File: src/rtl/inst_fetch_pkg.sv
// inst_fetch_pkg: shared widths, defaults and the fetch FIFO entry type
package inst_fetch_pkg;
    localparam int ADDR_W = 8;
    localparam int INSTR_W = 16;
    localparam int FIFO_DEPTH = 2;
    typedef logic [ADDR_W-1:0] addr_t;
    typedef logic [INSTR_W-1:0] instr_t;
    localparam addr_t RESET_PC_DEF = '0;
    typedef struct packed {
        addr_t pc;
        instr_t instr;
    } entry_t;
endpackage

File: src/rtl/inst_fetch_if.sv
// inst_fetch_if: ROM, redirect and decode handshake signals of the fetch unit
interface inst_fetch_if;
    import inst_fetch_pkg::*;
    logic fetch_en;
    addr_t rom_addr;
    instr_t rom_instr;
    logic redir_valid;
    addr_t redir_pc;
    logic if_valid;
    logic if_ready;
    instr_t if_instr;
    addr_t if_pc;
    modport master (
        input fetch_en, rom_instr, redir_valid, redir_pc, if_ready,
        output rom_addr, if_valid, if_instr, if_pc
    );
    modport slave (
        output fetch_en, rom_instr, redir_valid, redir_pc, if_ready,
        input rom_addr, if_valid, if_instr, if_pc
    );
endinterface

File: src/rtl/inst_fetch_fifo.sv
// inst_fetch_fifo: synchronous prefetch FIFO with flush, count and zeroed head when empty
module inst_fetch_fifo
    import inst_fetch_pkg::*;
#(
    parameter int DEPTH = FIFO_DEPTH
) (
    input  logic clk,
    input  logic rst,
    input  logic i_push,
    input  logic i_pop,
    input  logic i_flush,
    input  entry_t i_data,
    output logic [$clog2(DEPTH+1)-1:0] o_count,
    output entry_t o_head
);
    localparam int PW = $clog2(DEPTH);
    localparam int CW = $clog2(DEPTH+1);
    entry_t r_mem [DEPTH];
    logic [PW-1:0] r_wr;
    logic [PW-1:0] r_rd;
    logic [CW-1:0] r_count;
    // pointer and occupancy tracking; flush empties the FIFO in one cycle
    always_ff @(posedge clk) begin
        if (rst || i_flush) begin
            r_wr <= '0;
            r_rd <= '0;
            r_count <= '0;
        end else begin
            if (i_push) r_wr <= r_wr + PW'(1);
            if (i_pop) r_rd <= r_rd + PW'(1);
            r_count <= r_count + CW'(i_push) - CW'(i_pop);
        end
    end
    // storage needs no reset: entries are only visible through a nonzero count
    always_ff @(posedge clk) begin
        if (i_push) r_mem[r_wr] <= i_data;
    end
    assign o_count = r_count;
    assign o_head = (r_count != '0) ? r_mem[r_rd] : '0;
endmodule

File: src/rtl/inst_fetch.sv
// inst_fetch: PC sequencing, ROM addressing and redirect control feeding the prefetch FIFO
module inst_fetch
    import inst_fetch_pkg::*;
#(
    parameter int DEPTH = FIFO_DEPTH,
    parameter addr_t RESET_PC = RESET_PC_DEF
) (
    input logic clk,
    input logic rst,
    inst_fetch_if.master bus
);
    localparam int CW = $clog2(DEPTH+1);
    logic [CW-1:0] w_count;
    entry_t w_head;
    entry_t w_entry;
    addr_t r_pc;
    logic w_valid;
    logic w_pop;
    logic w_push;
    assign w_valid = w_count != '0;
    assign w_pop = w_valid & bus.if_ready;
    // a full FIFO may still accept a word when the head leaves in the same cycle
    assign w_push = bus.fetch_en & ~bus.redir_valid & ((w_count < CW'(DEPTH)) | w_pop);
    assign w_entry = '{pc: r_pc, instr: bus.rom_instr};
    // PC: redirect reloads, each push advances with natural wrap
    always_ff @(posedge clk) begin
        if (rst) r_pc <= RESET_PC;
        else if (bus.redir_valid) r_pc <= bus.redir_pc;
        else if (w_push) r_pc <= r_pc + addr_t'(1);
    end
    inst_fetch_fifo #(.DEPTH(DEPTH)) u_fifo (
        .clk(clk),
        .rst(rst),
        .i_push(w_push),
        .i_pop(w_pop),
        .i_flush(bus.redir_valid),
        .i_data(w_entry),
        .o_count(w_count),
        .o_head(w_head)
    );
    assign bus.rom_addr = r_pc;
    assign bus.if_valid = w_valid;
    assign bus.if_instr = w_head.instr;
    assign bus.if_pc = w_head.pc;
endmodule

File: src/flat_wrapper.sv
// flat-port wrapper written by rule: the top's interface ports become plain ports
module inst_fetch_flat import inst_fetch_pkg::*;
#(
    parameter int DEPTH = FIFO_DEPTH,
    parameter addr_t RESET_PC = RESET_PC_DEF
)
  (clk, rst, bus_fetch_en, bus_rom_instr, bus_redir_valid, bus_redir_pc, bus_if_ready, bus_rom_addr, bus_if_valid, bus_if_instr, bus_if_pc);
  inst_fetch_if bus_i ();
  input logic clk;
  input logic rst;
  input wire logic [$bits(bus_i.fetch_en)-1:0] bus_fetch_en;
  input wire logic [$bits(bus_i.rom_instr)-1:0] bus_rom_instr;
  input wire logic [$bits(bus_i.redir_valid)-1:0] bus_redir_valid;
  input wire logic [$bits(bus_i.redir_pc)-1:0] bus_redir_pc;
  input wire logic [$bits(bus_i.if_ready)-1:0] bus_if_ready;
  output wire logic [$bits(bus_i.rom_addr)-1:0] bus_rom_addr;
  output wire logic [$bits(bus_i.if_valid)-1:0] bus_if_valid;
  output wire logic [$bits(bus_i.if_instr)-1:0] bus_if_instr;
  output wire logic [$bits(bus_i.if_pc)-1:0] bus_if_pc;
  assign bus_i.fetch_en = bus_fetch_en;
  assign bus_i.rom_instr = bus_rom_instr;
  assign bus_i.redir_valid = bus_redir_valid;
  assign bus_i.redir_pc = bus_redir_pc;
  assign bus_i.if_ready = bus_if_ready;
  assign bus_rom_addr = bus_i.rom_addr;
  assign bus_if_valid = bus_i.if_valid;
  assign bus_if_instr = bus_i.if_instr;
  assign bus_if_pc = bus_i.if_pc;
  inst_fetch #(.DEPTH(DEPTH), .RESET_PC(RESET_PC)) u_core (.clk(clk), .rst(rst), .bus(bus_i));
endmodule
File: config.mk
export PLATFORM = sky130hd
export DESIGN_NAME = inst_fetch_flat
export DESIGN_NICKNAME = d
export VERILOG_FILES = /design/src/rtl/inst_fetch_pkg.sv /design/src/rtl/inst_fetch_if.sv /design/src/rtl/inst_fetch_fifo.sv /design/src/rtl/inst_fetch.sv /design/src/flat_wrapper.sv
export SDC_FILE = /design/constraint.sdc
export NUM_CORES = 1
export LEC_CHECK = 0
export CAP_MARGIN = 20
export CORE_MARGIN = 3
export CORE_UTILIZATION = 55
export CTS_BUF_LIST = sky130_fd_sc_hd__clkbuf_2
export CTS_CLUSTER_DIAMETER = 60
export DETAILED_ROUTE_END_ITERATION = 10
export PLACE_DENSITY = 0.88
export SKIP_CTS_REPAIR_TIMING = 1
export SKIP_LAST_GASP = 1
export SLEW_MARGIN = 20
export SYNTH_ARGS = -nofsm -noshare
export SYNTH_HDL_FRONTEND = slang
export SYNTH_SLANG_ARGS = --single-unit
File: constraint.sdc
create_clock -name clk -period 10.95 [get_ports clk]
set_input_delay 3.285 -clock clk [delete_from_list [all_inputs] [get_ports clk]]
set_output_delay 3.285 -clock clk [all_outputs]
set_load 0.01 [all_outputs]
==> results_dict.tcl, run 1 <==
set metrics [dict create \
    status "complete, no violations" \
    yosys.area_share.xor_xnor 0.0344 \
    area_growth_pct 28.1 \
    synth-async-reset-ratio 0 \
    muxShareOfSynthArea 0.0943 \
    multiInputGateArea_sq_um 754 \
    grt_pass1_wl_um 7250 \
    antenna_found_initial 0 \
    drtAntennaViolNets 0 \
    crit_arrival_ps 2270 \
    regArea_sq_um 1700 \
    hpwlAfterDp_um 3240 \
    clock-root-buffer "clkbuf_2" \
    synthesis.nets 223 \
    cap_violations 0 \
    post-route-period-util 0.507 \
    setup_viol 0 \
    synth_largest_area_cell "edfxtp_1" \
    rr_worst_depth 5 \
    cts_buffers 9 \
    die_h_um 74.0 \
    antenna_cells 0 \
    gp_congestion 0.842 \
    tightestPinTransition_ps 1020 \
    fmax_ghz 0.180 \
    syn_area_sq_um 2550 \
    worst_path_largest_cell_delay_ps 770 \
    die_area_sq_um 5480 \
    rrSetupSlack_ps 8640 \
    cp_top_family "simple AND/OR/NAND/NOR gates" \
    synth.area.top_cells "edfxtp_1 57%, dfxtp_1 10%, mux2i_1 9.4%" \
    synth_top_family_by_area "simple AND/OR/NAND/NOR gates" \
    drc 0 \
    min_from "u_core.u_fifo.r_rd" \
    yosys_warnings 0 \
    cts_sinks 61 \
    whs_path_depth 2 \
    ys_seq_area_frac 0.668 \
    synth_compound_area_frac 0.0457 \
    crit_fanout 26 \
    clk_latency_ps 450 \
    grt_pass1_vias 1627 \
    core-area_sq_um 4410 \
    timing.critical_path.cells "nor2_2 > nor2_1 > clkdlybuf4s50_1" \
    die_w_um 74.0 \
    grt_max_degree 27 \
    fp-row-count 24 \
    htree_levels 3 \
    powerDensity_nw_per_um2 130 \
    start_util 0.577 \
    use_met2 0.300 \
    synth_adder_area_share 0.00983 \
    nets 287 \
    tns_ps 0 \
    via_count 1652 \
    ys_ff_latch 61 \
    rsz0062_at_grt "no" \
    finalCriticalPeriod_ps 5550 \
    globalRouteMet1Util 0.207 \
    grt_use_met3 0.0649 \
    clockBufferDepth 2 \
    num_io_pins 62 \
    min_to "u_core.u_fifo.r_rd" \
    wl_um 4720 \
    netlist_instances 192 \
    p_total_mw 0.424 \
    power_leakage_nw 1.12 \
    post_drt_wl_per_cell_um 15.1 \
    max_slew_margin 0.319 \
    synth_top_area_frac 0.566 \
    path_class "flop to output pin" \
    busiest_layer "met2" \
    drive_gt1_frac 0.0728 \
    ir_drop_v 0.0000655 \
    yosys.cell_types.count 31 \
    synthMostInstantiatedCell "edfxtp_1" \
    hold_viol_final 0 \
    slew_viol_final 0 \
    critical_path_buf_inv_count 1 \
    grt_overflow 0 \
    yosys-top-cells-count "48 x edfxtp_1, 31 x nor2_1, 24 x mux2i_1" \
    cp-start-kind "flop" \
    clock_skew_ps 19.6 \
    synth_edf_count 48 \
    io_buffers 61 \
    reg2reg_to "u_core.u_fifo.o_count[1]" \
    synth_area_per_cell_sq_um 13.3 \
    timing.rr.start "u_core.u_fifo.o_count[1]" \
    crit_slowest_cell "nor2_2" \
    cts_tree "yes" \
    holdCritPathClass "flop to flop" \
    drt-initial-drc-count 138 \
    synthSimpleGateAreaFrac 0.109 \
    worst-endpoint-required_ps 7670 \
    gr-usage-all-layers 0.179 \
    path_clk_slew_ps 140 \
    routed_via_density 5.28 \
    endpoint_kind "output pin" \
    first_pass_iters 4 \
    synthFlopType "edfxtp_1" \
    nFillCells 309 \
]
[worst register-to-register path: cells and delay by family, from the launching register on]
kind	cells	cell delay, ps
simple gates	3	1340
flops	1	370
fa+ha+maj	1	390
compound gates	1	150
[logic make-up after synthesis]
logic type,Yosys count
adders and majority gates,2
xor gates and xnor gates,10
AOI/OAI and AO/OA,18
buffers and inverters,20
muxes,24
and+or+nand+nor,57
DFF,61
[flip-flops by register name (all words and copies together) (netlist names), named ones only]
register / cells
u_core.u_fifo.r_mem: 48
u_core.bus.rom_addr: 8
u_core.u_fifo.o_count: 2
u_core.u_fifo.r_rd: 1
u_core.u_fifo.r_wr: 1
[metal layers]
layer  part of all wire  vias up
met1               0.42      765
li1                   -      814
met4              0.017        0
met5                  0        -
met3              0.067        9
met2               0.50       64
[worst max path at each step]
stage / start / end / cells past startpoint
finish: u_core.u_fifo.o_count[1] / bus_if_instr[15] / 3
global route: u_core.u_fifo.o_count[1] / bus_if_pc[5] / 3
CTS: u_core.u_fifo.o_count[1] / bus_if_instr[15] / 3
detailed placement: bus_redir_valid / u_core.u_fifo.r_mem[1][10] / 3
global placement: bus_redir_valid / u_core.u_fifo.r_mem[1][10] / 3
floorplan: bus_redir_valid / u_core.u_fifo.r_mem[0][0] / 3
[final cells by class]
type,instances,area share
sequential,61,0.522
clock inverter,7,0.00997
inverter,10,0.0115
multi-input combinational,111,0.231
clock buffer,9,0.0138
timing repair buffer,63,0.192
tap,52,0.0199
[report_power, final]
part           internal [mW]  switching (mW)
sequential             0.260         0.00670
combinational         0.0309          0.0258
clock                 0.0261          0.0742
total                  0.317           0.107
[layout by cell type, fill, tap and decap left out, types with 2 or more instances in the layout]
master           instances
a21oi_1                  7
buf_4                    2
clkbuf_2                 9
clkdlybuf4s50_1         61
clkinv_1                 4
clkinv_2                 2
dfxtp_1                 13
edfxtp_1                48
ha_1                     2
inv_1                   10
mux2i_1                 24
nand2_1                  6
nand3_1                  2
nor2_1                  30
nor2b_1                  3
nor3_1                   6
o21a_1                   6
xnor2_1                  2
xor2_1                   8
[through the flow]
| stage | area [sq um] | hold WS, ps | cells | worst slack (ps) | utilization |
|---|---|---|---|---|---|
| CTS | 3260 | 553 | 313 | 5290 | 0.739 |
| global placement | 3180 | 494 | 297 | 5280 | 0.721 |
| finish | 3260 | 551 | 313 | 5400 | 0.739 |
| detailed placement | 3180 | 529 | 297 | 5180 | 0.721 |
| floorplan | 2550 | 481 | 192 | 5190 | - |
| global route | 3260 | 567 | 313 | 5200 | 0.739 |
(Power assumes the default switching activity.)
==> inputs of run 2 (changes only) <==
--- a/config.mk
+++ b/config.mk
@@ -7,11 +7,11 @@
 export LEC_CHECK = 0
 export CAP_MARGIN = 20
 export CORE_MARGIN = 3
-export CORE_UTILIZATION = 55
+export CORE_UTILIZATION = 46
 export CTS_BUF_LIST = sky130_fd_sc_hd__clkbuf_2
 export CTS_CLUSTER_DIAMETER = 60
 export DETAILED_ROUTE_END_ITERATION = 10
-export PLACE_DENSITY = 0.88
+export PLACE_DENSITY = 0.78
 export SKIP_CTS_REPAIR_TIMING = 1
 export SKIP_LAST_GASP = 1
 export SLEW_MARGIN = 20
==> constraint.sdc (replaced) <==
create_clock -name clk -period 4.4 [get_ports clk]
set_input_delay 1.32 -clock clk [delete_from_list [all_inputs] [get_ports clk]]
set_output_delay 1.32 -clock clk [all_outputs]
set_load 0.01 [all_outputs]
==> run 2 against run 1 <==
  * Sequential share of layout area down 0.42 points
  * Global-route usage down 2.7 points
  * Power rose by 150%
  * Via count down 1.9%
  * Clock skew is 2.3 ps lower
  * Final area increased by 0.81%
==> results_dict.tcl, run 2 (synthesis gave the netlist of run 1 again) <==
set metrics [dict create \
    status "complete, no violations" \
    fin_cells 332 \
    crit_fanout 15 \
    cts_sinks 61 \
    power_leakage_nw 1.13 \
    power_switching_mw 0.255 \
    clock_skew_ps 17.3 \
    final_common_cell "clkdlybuf4s50_1" \
    fp-row-count 26 \
    place_area_sq_um 3210 \
    tns_ps 0 \
    first_pass_iters 4 \
    antenna_cells 0 \
    nFillCells 420 \
    drtAntennaViolNets 0 \
    timing.critical_path.cells "buf_4 > mux2i_1 > nor2_1 > clkdlybuf4s50_1" \
    worst_path_largest_cell_delay_ps 700 \
    largest_reg_flops 48 \
    rr_worst_depth 5 \
    drc 0 \
    path_class "flop to output pin" \
    post-route-period-util 0.833 \
    grt_pass1_vias 1601 \
    ir_drop_v 0.000156 \
    worst-endpoint-required_ps 3080 \
    dp.cells 316 \
    grt_max_degree 27 \
    io_buffers 61 \
    rsz0062_at_grt "no" \
    clock-root-buffer "clkbuf_2" \
    nets 288 \
    rrSetupSlack_ps 2080 \
    routed_via_density 4.88 \
    slew_viol_final 0 \
    switching_share 0.243 \
    wl_um 4570 \
    die_area_sq_um 6460 \
    holdCritPathClass "flop to flop" \
    die_h_um 80.4 \
    gp_congestion 0.822 \
    top_register "u_core.u_fifo.r_mem" \
    hpwlAfterDp_um 3130 \
    setup_viol 0 \
    drive_gt1_frac 0.0725 \
    grt_overflow 0 \
    timing.rr.start "u_core.u_fifo.o_count[1]" \
    crit_arrival_ps 2340 \
    start_util 0.486 \
    power_frac_seq 0.632 \
    core-area_sq_um 5240 \
    reg2reg_to "u_core.u_fifo.o_count[1]" \
    path_clk_slew_ps 140 \
    die_w_um 80.4 \
    via_count 1621 \
    htree_levels 3 \
    drt-initial-drc-count 90 \
    area_growth_pct 29.1 \
    intPower_mw 0.795 \
    powerDensity_nw_per_um2 319 \
    num_io_pins 62 \
    cp-start-kind "flop" \
    cap_violations 0 \
    tightestPinTransition_ps 1010 \
    max_slew_margin 0.325 \
    endpoint_kind "output pin" \
    min_from "u_core.bus.rom_addr[5]" \
    clockBufferDepth 2 \
    post_drt_wl_per_cell_um 13.8 \
    grt_pass1_wl_um 7290 \
    min_to "u_core.u_fifo.r_mem[1][21]" \
    finish.instance_area_sq_um 3290 \
    hold_viol_final 0 \
    fmax_ghz 0.273 \
    whs_path_depth 0 \
    clkPwrFrac 0.235 \
    gr-usage-all-layers 0.153 \
    cts_buffers 9 \
    cts_tree "yes" \
    mostFrequentLayoutCells "61 x clkdlybuf4s50_1, 48 x edfxtp_1, 30 x nor2_1" \
    clk_latency_ps 450 \
    antenna_found_initial 0 \
    crit_slowest_cell "dfxtp_1" \
    finalCriticalPeriod_ps 3660 \
    comb_power_share 0.133 \
]
==> run 2: cell count changes in the layout (fill, tap and decap cells not counted) <==
cell and change:
buf_4 +1, and2_2 -1, clkinv_2 -1, and2_1 +1
clkbuf_2 +2, clkinvlp_4 -1
==> run 2: worst max-delay path by stage <==
stage	start	end	slack (ps)	cells past startpoint
global route	flop	bus_if_instr[9]	550	4
floorplan	bus_redir_valid	u_core.u_fifo.r_mem[0][0]	610	3
global placement	bus_redir_valid	u_core.u_fifo.r_mem[1][7]	1190	4
detailed placement	bus_redir_valid	u_core.u_fifo.r_mem[1][13]	1150	4
CTS	flop	bus_if_instr[9]	650	4
finish	flop	bus_if_instr[9]	740	4
==> run 2: per-layer routing <==
| layer | GRT usage | up-vias | routed length, um |
|---|---|---|---|
| met5 | 0 | - | 0 |
| met4 | 0.0709 | 0 | 93 |
| met3 | 0.0538 | 8 | 233 |
| met2 | 0.247 | 47 | 2150 |
| met1 | 0.182 | 753 | 2100 |
| li1 | - | 813 | - |
==> run 2: metrics by stage <==
| stage | total power [mW] | util | hold slack [ps] | worst slack [ps] |
|---|---|---|---|---|
| after floorplan | 0.740 | - | 481 | 605 |
| after global placement | 0.815 | 0.613 | 500 | 1190 |
| after detailed placement | 0.818 | 0.613 | 526 | 1150 |
| after CTS | 1.06 | 0.628 | 546 | 655 |
| after global routing | 1.10 | 0.628 | 565 | 551 |
| final | 1.05 | 0.628 | 539 | 736 |
==> run 2: power groups by stage <==
stage	registers, mW	clock network, mW	logic, mW
global placement	0.676	0	0.139
CTS	0.664	0.259	0.141
floorplan	0.675	0	0.0650
finish	0.664	0.247	0.139
global route	0.668	0.278	0.153
detailed placement	0.677	0	0.141
==> run 2: area by class of cell <==
type / count / area [sq um] / share of cell area
Clock inverter: 5 / 20.0 / 0.00609
Tap cell: 70 / 87.6 / 0.0266
Sequential cell: 61 / 1700 / 0.518
Clock buffer: 11 / 55.1 / 0.0167
Multi-Input combinational cell: 111 / 753 / 0.229
Inverter: 10 / 37.5 / 0.0114
Timing Repair Buffer: 64 / 633 / 0.193
==> run 2: critical path: cells and delay by family (launching register included) <==
family / cells / cell delay (ps)
multiplexers: 1 / 250
AND/OR/NAND/NOR: 1 / 60
flip-flops: 1 / 700
buffers and inverters: 2 / 900
==> inputs of run 3 (changes only) <==
==> constraint.sdc (replaced) <==
create_clock -name clk -period 3.2 [get_ports clk]
set_input_delay 0.96 -clock clk [delete_from_list [all_inputs] [get_ports clk]]
set_output_delay 0.96 -clock clk [all_outputs]
set_load 0.01 [all_outputs]
==> run 3 against run 2 <==
  * Clock power rose by 79%
  * Critical path depth did not move
  * Count of clock-buffer cells in the layout did not move
  * Power rose by 48%
  * Final cell count rose by 1.2%
  * Wire length rose by 3.6%
  * Global-route usage rose by 0.22 points
  * Clock skew fell by 1.3 ps
  * Largest cell class unchanged
==> results_dict.tcl, run 3 (synthesis gave the netlist of run 1 again) <==
set metrics [dict create \
    switching_share 0.240 \
    power_switching_mw 0.373 \
    setup_viol 0 \
    crit_slowest_cell "clkdlybuf4s50_1" \
    endpoint_kind "output pin" \
    crit_fanout 24 \
    cap_violations 0 \
    die_h_um 80.4 \
    cts_tree "yes" \
    worst-endpoint-required_ps 2240 \
    ir_drop_v 0.000242 \
    grt_pass1_wl_um 7430 \
    setup_slack_ps 236 \
    area_growth_pct 31.8 \
    max_slew_margin 0.722 \
    path_clk_slew_ps 160 \
    gp_congestion 0.841 \
    whs_ps 541 \
    grt_max_degree 26 \
    fmax_ghz 0.337 \
    post_drt_wl_per_cell_um 14.1 \
    final_common_cell "clkdlybuf4s50_1" \
    clkPwrFrac 0.284 \
    slew_viol_final 0 \
    grt_pass1_vias 1632 \
    hold_viol_final 0 \
    status "complete, no violations" \
    antenna_cells 0 \
    cts_buffers 9 \
    power_leakage_nw 1.17 \
    worst_path_largest_cell_delay_ps 550 \
    crit_arrival_ps 2000 \
    start_util 0.486 \
    die_area_sq_um 6460 \
    finalCriticalPeriod_ps 2960 \
    comb_power_share 0.128 \
    hpwlAfterDp_um 3150 \
    largest_reg_flops 48 \
    rsz0062_at_grt "no" \
    io_buffers 61 \
    place_ws_ps 458 \
    antenna_found_initial 0 \
    holdCritPathClass "flop to flop" \
    gr-usage-all-layers 0.155 \
    via_count 1676 \
    nets 292 \
    fp-row-count 26 \
    wl_um 4740 \
    fin_cells 336 \
    clock_skew_ps 16.0 \
    first_pass_iters 4 \
    post-route-period-util 0.926 \
    cp-start-kind "flop" \
    mostFrequentLayoutCells "61 x clkdlybuf4s50_1, 48 x edfxtp_1, 30 x nor2_1" \
    power_frac_seq 0.588 \
    timing.critical_path.cells "buf_4 > mux2i_1 > nor2_1 > clkdlybuf4s50_1" \
    drt-initial-drc-count 57 \
    drc 0 \
    top_register "u_core.u_fifo.r_mem" \
    clk_latency_ps 460 \
    grt_overflow 0 \
    num_io_pins 62 \
    dp.cells 320 \
    powerDensity_nw_per_um2 463 \
    drive_gt1_frac 0.0977 \
    clockBufferDepth 2 \
    clock-root-buffer "clkbuf_2" \
    intPower_mw 1.18 \
    path_class "flop to output pin" \
    drtAntennaViolNets 0 \
    die_w_um 80.4 \
    tns_ps 0 \
    p_total_mw 1.55 \
    cts_sinks 61 \
    core-area_sq_um 5240 \
    routed_via_density 4.99 \
    tightestPinTransition_ps 417 \
    htree_levels 3 \
]
-- run 3: cell count changes in the layout (fill, tap and decap cells not counted), sizes merged --
cell and delta:
buf +4, clkinv -2, clkinvlp +1, bufinv +1
-- run 3: area by class of cell --
cell class | count | area, sq um
Fill cell | 409 | 1880
Sequential cell | 61 | 1700
Multi-Input combinational cell | 111 | 759
Timing Repair Buffer | 68 | 663
Tap cell | 70 | 87.6
Clock buffer | 11 | 55.1
Clock inverter | 5 | 51.3
Inverter | 10 | 37.5
-- run 3: routing by layer --
| metal | vias to the layer above | wire (um) | share of wire | GRT usage |
|---|---|---|---|---|
| met5 | - | 0 | 0 | 0 |
| li1 | 816 | - | - | - |
| met2 | 57 | 2260 | 0.48 | 0.248 |
| met3 | 6 | 273 | 0.058 | 0.0617 |
| met4 | 0 | 62 | 0.013 | 0.0557 |
| met1 | 797 | 2140 | 0.45 | 0.190 |
-- run 3: worst paths after layout --
check                               endpoint                     start  slack [ps]  cells after the start
setup reg to reg  u_core.u_fifo.r_mem[1][16]  u_core.u_fifo.o_count[1]        1620                      4
hold reg to reg                         flop        u_core.u_fifo.r_rd         540                      2
hold / removal                          flop        u_core.u_fifo.r_rd         540                      2
setup / recovery                bus_if_pc[1]                      flop         240                      4
-- run 3: critical path, delay by kind of cell (launching register included) --
family | cells | cell delay, ps
buffers and inverters | 2 | 920
flip-flops | 1 | 340
multiplexers | 1 | 140
AND/OR/NAND/NOR | 1 | 130
-- run 3: power by group through the flow --
stage,Sequential (mW),Combinational [mW],Clock (mW)
finish,0.913,0.199,0.441
floorplan,0.928,0.0898,0
CTS,0.913,0.202,0.452
global placement,0.928,0.197,0
detailed placement,0.930,0.200,0
global route,0.918,0.216,0.483
-- run 3: per-stage QoR --
stage,area [sq um],utilization
after CTS,3360,0.641
after global placement,3250,0.620
after global routing,3360,0.641
final,3360,0.641
after floorplan,2550,-
after detailed placement,3250,0.620
